## config.mk

```make
export PLATFORM = sky130hd
export DESIGN_NAME = uart_dport_resp
export DESIGN_NICKNAME = d
export VERILOG_FILES = /design/src/rtl/uart_dport_resp.sv
export SDC_FILE = /design/constraint.sdc
export NUM_CORES = 1
export LEC_CHECK = 0
export CORE_MARGIN = 5
export CORE_UTILIZATION = 51
export DETAILED_ROUTE_END_ITERATION = 16
export PLACE_DENSITY = 0.86
export SLEW_MARGIN = 20
export SYNTH_ARGS = -nofsm -noshare
export SYNTH_HDL_FRONTEND = slang
export SYNTH_SLANG_ARGS = --single-unit
```

## constraint.sdc

```tcl
create_clock -name clk_i -period 3 [get_ports clk_i]
set_input_delay 0.45 -clock clk_i [delete_from_list [all_inputs] [get_ports clk_i]]
set_output_delay 0.45 -clock clk_i [all_outputs]
set_load 0.01 [all_outputs]
```

## src/rtl/uart_dport_resp.sv

```systemverilog
// uart_dport_resp: memory-mapped 8N1 UART responder on the core data port.
// Writes to DATA are serialised on tx_o; received bytes are queued in an RX FIFO popped by DATA reads.
`default_nettype none

module uart_dport_resp #(
  parameter logic [31:0] BASE_ADDR  = 32'h9200_0000,
  parameter int          CLK_DIV    = 16,
  parameter int          FIFO_DEPTH = 8
) (
  input  logic        clk_i,
  input  logic        rst_i,
  input  logic [31:0] mem_d_addr_i,
  input  logic [31:0] mem_d_data_wr_i,
  input  logic        mem_d_rd_i,
  input  logic [3:0]  mem_d_wr_i,
  input  logic [10:0] mem_d_req_tag_i,
  output logic        mem_d_accept_o,
  output logic        mem_d_ack_o,
  output logic        mem_d_error_o,
  output logic [31:0] mem_d_data_rd_o,
  output logic [10:0] mem_d_resp_tag_o,
  input  logic        rx_i,
  output logic        tx_o,
  output logic        intr_o
);

  localparam int AW = $clog2(FIFO_DEPTH);
  localparam int CW = $clog2(CLK_DIV);
  localparam logic [CW-1:0] CNT_LAST  = CW'(CLK_DIV - 1);
  localparam logic [CW-1:0] CNT_HALF  = CW'(CLK_DIV / 2 - 1);
  localparam logic [CW-1:0] CNT_ONE   = CW'(1);
  localparam logic [AW:0]   PTR_ONE   = (AW + 1)'(1);
  localparam logic [11:0]   OFF_DATA  = 12'h000;
  localparam logic [11:0]   OFF_STAT  = 12'h004;
  localparam logic [11:0]   OFF_CTRL  = 12'h008;

  typedef enum logic [1:0] {TX_IDLE, TX_START, TX_DATA, TX_STOP} tx_state_t;
  typedef enum logic [1:0] {RX_IDLE, RX_START, RX_DATA, RX_STOP} rx_state_t;

  tx_state_t     tx_state;
  logic [CW-1:0] tx_cnt;
  logic [2:0]    tx_bit;
  logic [7:0]    tx_shift;

  rx_state_t     rx_state;
  logic [CW-1:0] rx_cnt;
  logic [2:0]    rx_bit;
  logic [7:0]    rx_shift;
  logic          rx_meta, rx_sync, rx_armed, rx_push, rx_ferr_evt;

  logic [7:0]    fifo_mem [FIFO_DEPTH];
  logic [AW:0]   wr_ptr, rd_ptr;
  logic          rx_irq_en, overrun, frame_err;

  logic        is_wr, req, in_region, hit_data, hit_stat, hit_ctrl, bad;
  logic        tx_busy, tx_req, acc, wr_acc, rd_acc, send, pop, stat_clr;
  logic        fifo_empty, fifo_full, push_ok, overrun_evt;
  logic [31:0] rd_data;
  logic        unused_wdata;

  assign unused_wdata = ^mem_d_data_wr_i[31:8];

  assign is_wr     = |mem_d_wr_i;
  assign req       = mem_d_rd_i | is_wr;
  assign in_region = (mem_d_addr_i[31:12] == BASE_ADDR[31:12]);
  assign hit_data  = in_region && (mem_d_addr_i[11:0] == OFF_DATA);
  assign hit_stat  = in_region && (mem_d_addr_i[11:0] == OFF_STAT);
  assign hit_ctrl  = in_region && (mem_d_addr_i[11:0] == OFF_CTRL);
  assign bad       = !(hit_data || hit_stat || hit_ctrl);

  // Only a byte send into a busy transmitter stalls; everything else is taken at once.
  assign tx_busy        = (tx_state != TX_IDLE);
  assign tx_req         = req && is_wr && hit_data && mem_d_wr_i[0];
  assign mem_d_accept_o = !(tx_req && tx_busy);
  assign acc            = req && mem_d_accept_o;
  assign wr_acc         = acc && is_wr;
  assign rd_acc         = acc && !is_wr;
  assign send           = acc && tx_req;

  assign fifo_empty  = (wr_ptr == rd_ptr);
  assign fifo_full   = (wr_ptr[AW] != rd_ptr[AW]) && (wr_ptr[AW-1:0] == rd_ptr[AW-1:0]);
  assign pop         = rd_acc && hit_data && !fifo_empty;
  assign stat_clr    = rd_acc && hit_stat;
  assign push_ok     = rx_push && (!fifo_full || pop);
  assign overrun_evt = rx_push && fifo_full && !pop;

  always_comb begin
    rd_data = 32'h0;
    if (rd_acc) begin
      if (hit_data && !fifo_empty)
        rd_data = {24'h0, fifo_mem[rd_ptr[AW-1:0]]};
      else if (hit_stat)
        rd_data = {27'h0, frame_err, overrun, tx_busy, fifo_full, !fifo_empty};
      else if (hit_ctrl)
        rd_data = {31'h0, rx_irq_en};
    end
  end

  always_ff @(posedge clk_i) begin
    if (rst_i) begin
      mem_d_ack_o      <= 1'b0;
      mem_d_error_o    <= 1'b0;
      mem_d_data_rd_o  <= 32'h0;
      mem_d_resp_tag_o <= 11'h0;
      rx_irq_en        <= 1'b0;
      overrun          <= 1'b0;
      frame_err        <= 1'b0;
      wr_ptr           <= '0;
      rd_ptr           <= '0;
      intr_o           <= 1'b0;
    end else begin
      mem_d_ack_o     <= acc;
      mem_d_error_o   <= acc && bad;
      mem_d_data_rd_o <= rd_data;
      if (acc)
        mem_d_resp_tag_o <= mem_d_req_tag_i;
      if (wr_acc && hit_ctrl && mem_d_wr_i[0])
        rx_irq_en <= mem_d_data_wr_i[0];
      // A new event in the same cycle as the clearing read wins.
      overrun   <= (overrun && !stat_clr) || overrun_evt;
      frame_err <= (frame_err && !stat_clr) || rx_ferr_evt;
      if (push_ok)
        wr_ptr <= wr_ptr + PTR_ONE;
      if (pop)
        rd_ptr <= rd_ptr + PTR_ONE;
      intr_o <= rx_irq_en && (!fifo_empty || overrun);
    end
  end

  always_ff @(posedge clk_i) begin
    if (push_ok)
      fifo_mem[wr_ptr[AW-1:0]] <= rx_shift;
  end

  always_ff @(posedge clk_i) begin
    if (rst_i) begin
      tx_state <= TX_IDLE;
      tx_cnt   <= '0;
      tx_bit   <= 3'd0;
      tx_shift <= 8'h0;
      tx_o     <= 1'b1;
    end else begin
      case (tx_state)
        TX_IDLE: if (send) begin
          tx_state <= TX_START;
          tx_cnt   <= '0;
          tx_shift <= mem_d_data_wr_i[7:0];
          tx_o     <= 1'b0;
        end
        TX_START: if (tx_cnt == CNT_LAST) begin
          tx_cnt   <= '0;
          tx_bit   <= 3'd0;
          tx_o     <= tx_shift[0];
          tx_state <= TX_DATA;
        end else tx_cnt <= tx_cnt + CNT_ONE;
        TX_DATA: if (tx_cnt == CNT_LAST) begin
          tx_cnt <= '0;
          if (tx_bit == 3'd7) begin
            tx_o     <= 1'b1;
            tx_state <= TX_STOP;
          end else begin
            tx_bit   <= tx_bit + 3'd1;
            tx_shift <= {1'b0, tx_shift[7:1]};
            tx_o     <= tx_shift[1];
          end
        end else tx_cnt <= tx_cnt + CNT_ONE;
        TX_STOP: if (tx_cnt == CNT_LAST) begin
          tx_cnt   <= '0;
          tx_state <= TX_IDLE;
        end else tx_cnt <= tx_cnt + CNT_ONE;
        default: tx_state <= TX_IDLE;
      endcase
    end
  end

  // rx_armed holds off start detection after a frame until the line has been seen high.
  always_ff @(posedge clk_i) begin
    if (rst_i) begin
      rx_meta     <= 1'b1;
      rx_sync     <= 1'b1;
      rx_state    <= RX_IDLE;
      rx_cnt      <= '0;
      rx_bit      <= 3'd0;
      rx_shift    <= 8'h0;
      rx_armed    <= 1'b0;
      rx_push     <= 1'b0;
      rx_ferr_evt <= 1'b0;
    end else begin
      rx_meta     <= rx_i;
      rx_sync     <= rx_meta;
      rx_push     <= 1'b0;
      rx_ferr_evt <= 1'b0;
      case (rx_state)
        RX_IDLE: begin
          if (!rx_armed) begin
            if (rx_sync) rx_armed <= 1'b1;
          end else if (!rx_sync) begin
            rx_cnt   <= '0;
            rx_state <= RX_START;
          end
        end
        RX_START: if (rx_cnt == CNT_HALF) begin
          rx_cnt   <= '0;
          rx_bit   <= 3'd0;
          rx_state <= rx_sync ? RX_IDLE : RX_DATA;
        end else rx_cnt <= rx_cnt + CNT_ONE;
        RX_DATA: if (rx_cnt == CNT_LAST) begin
          rx_cnt   <= '0;
          rx_shift <= {rx_sync, rx_shift[7:1]};
          if (rx_bit == 3'd7) rx_state <= RX_STOP;
          else rx_bit <= rx_bit + 3'd1;
        end else rx_cnt <= rx_cnt + CNT_ONE;
        RX_STOP: if (rx_cnt == CNT_LAST) begin
          rx_cnt      <= '0;
          rx_push     <= rx_sync;
          rx_ferr_evt <= !rx_sync;
          rx_armed    <= 1'b0;
          rx_state    <= RX_IDLE;
        end else rx_cnt <= rx_cnt + CNT_ONE;
        default: rx_state <= RX_IDLE;
      endcase
    end
  end

endmodule

`default_nettype wire
```

Word level (Yosys, flattened, before mapping). Memories as Yosys holds them, arrays and structs flattened. A register that Yosys moved wholly into a read port is not among the register bits. Cells that the tools add are included.

Add/sub/neg operators: 6. Eq/ne operators: 30. Reduce and logical (&&, ||, !) cells: 63. Mux-type cells: 50. Bitwise gates (word level): 4.

Operators with widths (count): 8-bit two-way mux (4); 2-bit inequality test, second input constant (13); 1-bit logical AND (25); 2-bit two-way mux (12); 3-bit two-way mux (8); 4-bit two-way mux (6); 20-bit == test, second input constant (1); 4-bit by 1-bit adder with 4-bit output, second input constant (4); 2-bit one-hot mux with 4 select lines (2); 8-bit one-hot mux with 2 select lines (1); 4-bit AND reduction (4); 12-bit by 3-bit == test with 1-bit output, second input constant (1); 12-bit by 4-bit == test with 1-bit output, second input constant (1); 12-bit zero test (1); 3-bit one-hot mux with 2 select lines (2); 4-bit one-hot mux with 3 select lines (1); 1-bit two-way mux (10); 2-bit nonzero test (5); 2-bit == test, second input constant (4); 4-bit == test, second input constant (2); 1-bit zero test (8); 4-bit one-hot mux with 2 select lines (1); 4-bit OR reduction (2); 3-bit by 1-bit adder with 3-bit output, second input constant (2); other kinds (19) (33).

RAM bits: 64. Output and inout bits: 48. Flip-flop bits (word level): 97. Memories kept: 1. Logic and storage cells: 179. Input bits: 83.

Memory list: fifo_mem (words 8, bits a word 8, read ports 1, clocked after memory_dff 1, wr ports 1, line 51) `logic [7:0] fifo_mem [FIFO_DEPTH];`.

Longest topological paths before layout. Gate-level depths: netlist (run 1).

Word-level depth: 15. Gate-level depth with buffers: 8.

Worst setup path before layout (run 1). No wires, ideal clock.

Path kind: in2reg. Start: input mem_d_wr_i[1]. End: memory fifo_mem[0][0], enable pin. Required time: 2617 ps. Arrival time: 2303 ps. Buffers on the path: 0. Cell stages on the path: 5. Setup slack: 314 ps. Cells stage by stage: nor4_1 > nand2_1 > or4_1 > a21o_1 > nor3_1.

Longest elaborated chain between the ends: 15. Elaborated cells between the ends (all ways): 16.

RTL lines: start, declared (line 15) `input logic [3:0] mem_d_wr_i,`; 4-bit OR reduction (*) (line 63) `assign is_wr = |mem_d_wr_i;`; 1-bit bitwise OR (line 64) `assign req = mem_d_rd_i | is_wr;`; 1-bit logical AND (3 in a row) (line 73) `assign tx_req = req && is_wr && hit_data && mem_d_wr_i[0];`; 1-bit logical AND (line 74) `assign mem_d_accept_o = !(tx_req && tx_busy);`; 1-bit zero test (line 74); 1-bit logical AND (line 75) `assign acc = req && mem_d_accept_o;`; 1-bit logical AND (*) (line 77) `assign rd_acc = acc && !is_wr;`; 1-bit logical AND (*) (2 in a row) (line 82) `assign pop = rd_acc && hit_data && !fifo_empty;`; 1-bit logical OR (*) (line 84) `assign push_ok = rx_push && (!fifo_full || pop);`; 1-bit logical AND (*) (line 84); 1-bit two-way mux (*) (line 131) `if (push_ok)`; 1-bit two-way mux (implied by the code) (*) (line 132) `fifo_mem[wr_ptr[AW-1:0]] <= rx_shift;`; end, declared (line 51).

Mark *: on every way between the ends. The rest lies on a longest branch, timed or not.

Worst setup path in the final report (run 1).
Start: input mem_d_addr_i[0]. End: output mem_d_accept_o.

Longest elaborated chain between the ends: 6.

RTL lines: start, declared (line 12) `input logic [31:0] mem_d_addr_i,`; 12-bit zero test (line 66) `assign hit_data = in_region && (mem_d_addr_i[11:0] == OFF_DATA);`; 1-bit logical AND (line 66); 1-bit logical AND (2 in a row) (line 73); 1-bit logical AND (line 74); 1-bit zero test (line 74); end, declared (line 17) `output logic mem_d_accept_o,`.

Every way passes these cells.

==> results of run 1 <==
-- flip-flops by register name, indices dropped and copies added, names as in the netlist, 2 cells and up, named ones only --
signal            count
wr_ptr                4
rx_cnt                4
fifo_mem             64
mem_d_data_rd_o       8
tx_bit                3
mem_d_resp_tag_o     11
tx_cnt                4
tx_shift              8
rx_shift              8
tx_state              2
rd_ptr                4
rx_bit                3
-- synthesized netlist by cell type, drive strengths merged (4+ instances only) --
| library cell | instances |
|---|---|
| edfxtp | 64 |
| a311oi | 8 |
| nand3 | 22 |
| clkbuf | 19 |
| mux2i | 23 |
| nand4 | 9 |
| nor3 | 15 |
| or3 | 4 |
| nor2 | 50 |
| mux2 | 7 |
| dfxtp | 76 |
| a21oi | 43 |
| inv | 13 |
| a22oi | 6 |
| ha | 12 |
| o21ai | 24 |
| nor2b | 7 |
| nor4 | 13 |
| mux4 | 16 |
| nor4b | 4 |
| nand2b | 6 |
| nand2 | 18 |
| buf | 33 |
-- cells by family (layout without fill, tap and decap cells) --
logic type,Yosys count,after routing
fa+ha+maj,12,12
mux,46,46
xor+xnor,6,6
flops,140,140
simple gates,170,170
other cells,1,24
compound gates,96,96
buf+inv,65,159
-- per-layer routing --
metal  part of all wire [%]  wire (um)  GRT usage (%)
met1                     37       5700           24.0
met4                    3.5        543           10.4
met5                      0          0              0
met2                     52       8080           38.1
met3                    8.3       1290           6.88
-- per-stage QoR --
stage / power, mW / cell area [um2] / hold WS [ns]
floorplan: 2.39 / 6300 / 0.389
global placement: 2.54 / 7260 / 0.396
detailed placement: 2.57 / 7260 / 0.401
CTS: 4.68 / 7860 / 0.415
global route: 4.84 / 7860 / 0.442
finish: 4.68 / 7860 / 0.412
-- report_power, final --
part           switching (mW)  internal (mW)  total [mW]
clock                   0.827           1.31        2.14
combinational           0.241          0.216       0.457
sequential             0.0448           2.04        2.08
total                    1.11           3.57        4.68
-- repair_timing --
| action | CTS | global route |
|---|---|---|
| setup endpoints to repair | 1 | 0 |
| resized for setup | 1 | 0 |
| endpoints found under the hold margin | 0 | 0 |
-- worst paths after layout --
kind               endpoint  slack, ns  depth (start not counted)
min                 rx_sync       0.41                          1
max          mem_d_accept_o       0.12                          5
max reg2reg       rd_ptr[3]       0.79                          6
min reg2reg         rx_sync       0.41                          1
-- area by class of cell --
cell class	count	share of cell area, %
inverter	13	0.621
timing repair buffer	114	13.6
clock inverter	13	2.13
tap	147	2.34
clock buffer	19	5.51
multi-input combinational	354	32.0
sequential	140	43.8
-- cells in the final DEF (no fill, tap or decap), types with 12 or more instances in the layout --
cell / synthesis / final
dfxtp_1: 76 / 76
conb_1: 1 / 24
nor3_1: 15 / 15
ha_1: 12 / 12
buf_4: 24 / 31
nor2_1: 50 / 50
nand2_1: 18 / 18
a21oi_1: 43 / 43
nand3_1: 22 / 22
mux2i_1: 23 / 23
clkdlybuf4s50_1: 0 / 80
clkbuf_16: 0 / 17
edfxtp_1: 64 / 64
o21ai_0: 24 / 24
inv_1: 13 / 13
mux4_2: 16 / 16
==> flow_metrics.py, run 1 <==
metrics = {
    "outcome": {
        "status": "finished, final reports clean",
    },
    "synthesis": {
        "ys_warn_count": 0,
        "synth-edff-count": 64,
        "yosys.area.top_type": "edfxtp_1",
        "synthXorXnorAreaFrac_pct": 0.846,
        "postSynth.asyncResetShare_pct": 0,
        "syn_avg_cell_area_um2": 11.6,
        "synth_fa_ha_area_share_pct": 2.42,
        "postSynthCellCount": 536,
        "yosys-top-cells-area": "edfxtp_1 31%, dfxtp_1 24%, mux4_2 5.8%",
        "synth_compound_area_share_pct": 9.26,
        "synth_top_family_by_area": "simple AND/OR/NAND/NOR gates",
        "synth_seq_area_share_pct": 55.4,
        "synth_ff_type": "dfxtp_1",
        "synthMuxAreaShare_pct": 10.8,
        "synth-seq-cells": 140,
        "yosys.area_share.simple_pct": 15.7,
        "yosysUniqueCellTypes": 59,
        "netlist_area_um2": 6210,
        "synth.top_cell.area_share_pct": 30.9,
    },
    "place": {
        "gp_congestion": 0.881,
        "dp.cells": 768,
        "pre_cts_slack_ns": -0.117,
        "numPortBuffers": 82,
        "hpwl_mm": 10.3,
    },
    "min_path": {
        "holdCritPathClass": "reg2reg",
        "hold_start": "rx_meta",
    },
    "clock_tree": {
        "clock_path_buffers": 2,
        "root_buffer": "clkbuf_16",
        "cts_setup_buffers": 0,
        "numCtsBuffers": 17,
        "clkTransAtPathRegs_ns": 0.06,
        "cts_hold_buf": 0,
        "htree_num_levels": 4,
        "clkLatencyLatePin_ns": 0.43,
        "clock_sinks": 140,
        "cts_tree": "built",
    },
    "worst_setup_path": {
        "rr_startpoint": "wr_ptr[3]",
        "arrival_ns": 2.43,
        "cpPeakStageDelay_ns": 0.65,
        "cp_max_fo": 2,
        "crit_slowest_cell": "or4_2",
        "start_kind": "input port",
        "cp-end-kind": "output pin",
        "path_cells": "clkdlybuf4s50_1 -> nor4_4 -> nand4_4 -> or4_2 -> dlygate4sd2_1",
        "cp_num_buf_inv": 2,
        "path_class": "in2out",
        "crit_start": "mem_d_addr_i[0]",
        "crit_required_ns": 2.55,
        "cp_top_family": "simple AND/OR/NAND/NOR gates",
    },
    "finish": {
        "antennaDiodeCount": 0,
        "regArea_um2": 3440,
        "nNetsFinal": 735,
        "multi_input_area_um2": 2510,
        "fillCellCount": 826,
        "stdcell_count": 800,
        "final_core_util_pct": 65.7,
        "drive_gt1_share_pct": 15.5,
        "synthToLayoutAreaGrowth_pct": 26.5,
    },
    "global_routing": {
        "grt_pass1_vias": 4825,
        "grt_first_pass_wirelength_mm": 24.5,
        "antenna_found_initial": 0,
        "grt_max_degree": 43,
        "grt_overflow": 0,
        "grt_usage_pct": 21.8,
    },
    "drt": {
        "ant_nets": 0,
        "remaining_drc_errors": 0,
        "drt_pass1_iterations": 5,
        "routed_wl_mm": 15.6,
        "vias": 4723,
        "drt_iter0_markers": 321,
        "via_per_inst": 5.90,
        "wl_per_cell_um": 19.5,
    },
    "floorplan": {
        "rows": 40,
        "die_w_um": 120,
        "die_h_um": 120,
        "core_um2": 12000,
        "num_io_pins": 131,
        "floorplan.initialDensity_pct": 51.9,
        "die-area_um2": 14500,
    },
    "sta": {
        "fin_ws_ns": 0.124,
        "worst_pin_slew_ns": 0.854,
        "hold_viol_final": 0,
        "period_needed_ns": 2.88,
        "timing.final.crit_share_pct": 95.9,
        "max_freq_mhz": 348,
        "slew_violations": 0,
        "rsz0062_at_grt": "false",
        "skew_ns": 0.00962,
        "finalSetupTns_ns": 0,
        "slew_headroom_pct": 42.8,
        "setup_viol": 0,
    },
    "pwr": {
        "ir_drop_uv": 373,
        "power-per-cell-area_nw_per_um2": 595,
        "power_leakage_nw": 2.77,
    },
    "job": {
        "maxCapViolations": 0,
    },
}
Power figures use the tool's default switching activity.
==> run 2: changes to the inputs <==
--- a/config.mk
+++ b/config.mk
@@ -5,10 +5,11 @@
 export SDC_FILE = /design/constraint.sdc
 export NUM_CORES = 1
 export LEC_CHECK = 0
+export CAP_MARGIN = 20
 export CORE_MARGIN = 5
-export CORE_UTILIZATION = 51
+export CORE_UTILIZATION = 43
 export DETAILED_ROUTE_END_ITERATION = 16
-export PLACE_DENSITY = 0.86
+export PLACE_DENSITY = 0.75
 export SLEW_MARGIN = 20
 export SYNTH_ARGS = -nofsm -noshare
 export SYNTH_HDL_FRONTEND = slang
==> flow_metrics.py, run 2 (same netlist as run 1, synthesis figures left out) <==
metrics = {
    "min_path": {
        "hold_depth": 1,
        "holdCritPathClass": "reg2reg",
    },
    "drt": {
        "remaining_drc_errors": 0,
        "ant_nets": 0,
        "via_per_inst": 5.31,
        "routed_wl_mm": 13.8,
        "drt_iter0_markers": 371,
        "drt_pass1_iterations": 4,
        "wl_per_cell_um": 16.5,
        "vias": 4432,
    },
    "worst_setup_path": {
        "crit_start": "mem_d_addr_i[0]",
        "cp-endpoint": "mem_d_accept_o",
        "arrival_ns": 2.42,
        "crit_required_ns": 2.55,
        "r2r-end": "tx_shift[3]",
        "reg2regPathDepth": 7,
        "r2r_slack_ns": 0.84,
        "rr_startpoint": "tx_state[0]",
        "path_class": "in2out",
        "cp-end-kind": "output pin",
        "cp_max_fo": 2,
        "start_kind": "input port",
    },
    "sta": {
        "setup_viol": 0,
        "slew_headroom_pct": 37.0,
        "slew_violations": 0,
        "timing.final.crit_share_pct": 95.5,
        "period_needed_ns": 2.87,
        "skew_ns": 0.00764,
        "worst_pin_slew_ns": 0.945,
        "max_freq_mhz": 349,
        "hold_viol_final": 0,
        "rsz0062_at_grt": "false",
    },
    "finish": {
        "final_common_cell": "clkdlybuf4s50_1",
        "antennaDiodeCount": 0,
        "stdcell_count": 834,
        "largest_register_ffs": 64,
        "layout_common_cells": "80 x clkdlybuf4s50_1, 76 x dfxtp_1, 64 x edfxtp_1, 50 x nor2_1, 43 x a21oi_1",
        "drive_gt1_share_pct": 15.1,
        "nNetsFinal": 732,
        "synthToLayoutAreaGrowth_pct": 27.1,
        "final_core_util_pct": 55.0,
    },
    "pwr": {
        "p_int_mw": 3.68,
        "ir_drop_uv": 439,
        "combPwrFrac_pct": 9.7,
        "power_switching_mw": 1.04,
        "power-per-cell-area_nw_per_um2": 598,
        "p_sw_share_pct": 22.1,
        "power_leakage_nw": 2.78,
        "clkPwrFrac_pct": 46.2,
        "seq_power_share_pct": 44.1,
    },
    "place": {
        "dp.cells": 802,
        "numPortBuffers": 82,
        "gp_congestion": 0.785,
        "hpwl_mm": 10.0,
    },
    "global_routing": {
        "grt_max_degree": 55,
        "grt_overflow": 0,
        "antenna_found_initial": 0,
        "grt_first_pass_wirelength_mm": 21.9,
        "grt_pass1_vias": 4411,
        "grt_usage_pct": 16.5,
    },
    "job": {
        "maxCapViolations": 0,
    },
    "outcome": {
        "status": "finished, final reports clean",
    },
    "floorplan": {
        "core_um2": 14400,
        "die-area_um2": 17000,
        "num_io_pins": 131,
        "die_w_um": 130,
        "die_h_um": 130,
        "floorplan.initialDensity_pct": 43.2,
        "rows": 44,
    },
    "clock_tree": {
        "clock_sinks": 140,
        "clock_path_buffers": 2,
        "root_buffer": "clkbuf_16",
        "clkLatencyLatePin_ns": 0.41,
        "clkTransAtPathRegs_ns": 0.06,
        "numCtsBuffers": 17,
        "htree_num_levels": 4,
        "cts_tree": "built",
        "cts_hold_buf": 0,
    },
}
==> run 2: changes by cell type in the layout (fill, tap and decap cells not counted) <==
cell        delta
clkinvlp_4     -3
clkbuf_8       +1
clkbuf_16      +2
clkinv_4       -2
inv_6          -1
buf_12         -1
buf_4          -2
clkinv_2       +3
==> run 2: metrics by stage <==
step / instance area, um2 / setup TNS (ns) / power (mW) / setup WS [ns] / hold slack (ns)
finish: 7900 / 0 / 4.72 / 0.134 / 0.407
floorplan: 6300 / 0 / 2.39 / 0.314 / 0.389
global route: 7900 / 0 / 4.91 / 0.0850 / 0.423
CTS: 7900 / 0 / 4.75 / 0.121 / 0.414
global placement: 7270 / -0.128 / 2.55 / -0.0383 / 0.398
detailed placement: 7270 / -0.0293 / 2.57 / -0.0293 / 0.398
==> run 2: worst min path at each step <==
stage | from | end | slack [ns]
2_1_floorplan | rx_meta | rx_sync | 0.39
3_3_place_gp | rx_meta | rx_sync | 0.40
3_5_place_dp | rx_meta | rx_sync | 0.40
4_1_cts | rx_meta | rx_sync | 0.41
5_1_grt | rx_meta | rx_sync | 0.42
6_report | rx_meta | rx_sync | 0.41
==> run 2: power by group through the flow <==
stage          sequential [mW]  combinational [mW]  clock (mW)
3_3_place_gp              2.12               0.429           0
5_1_grt                   2.09               0.506        2.31
6_report                  2.08               0.459        2.18
2_1_floorplan             2.12               0.278           0
3_5_place_dp              2.12               0.451           0
4_1_cts                   2.08               0.454        2.22
==> run 2: metal layers <==
| layer | wire, um | track usage [%] |
|---|---|---|
| met5 | 0 | 0 |
| met4 | 210 | 5.99 |
| met3 | 787 | 4.09 |
| met2 | 7110 | 28.5 |
| met1 | 5640 | 20.0 |
==> run 2: timing repair <==
action | 4_1_cts | 5_1_grt
setup buffers | 0 | 0
resized for setup | 1 | 0
endpoints found under the setup margin | 1 | 0
==> run 2: final cells by class <==
type	count	area, um2
clock buffer	22	497
clock inverter	10	134
fill	1145	6470
inverter	13	48.8
multi-input combinational	354	2510
sequential	140	3440
tap	184	230
timing repair buffer	111	1030
==> run 2: worst max-delay path, cell delays in order <==
cell and delay, ns:
clkdlybuf4s50_1 0.49, nor4_4 0.38, nand4_4 0.14, or4_2 0.64, dlygate4sd2_1 0.32
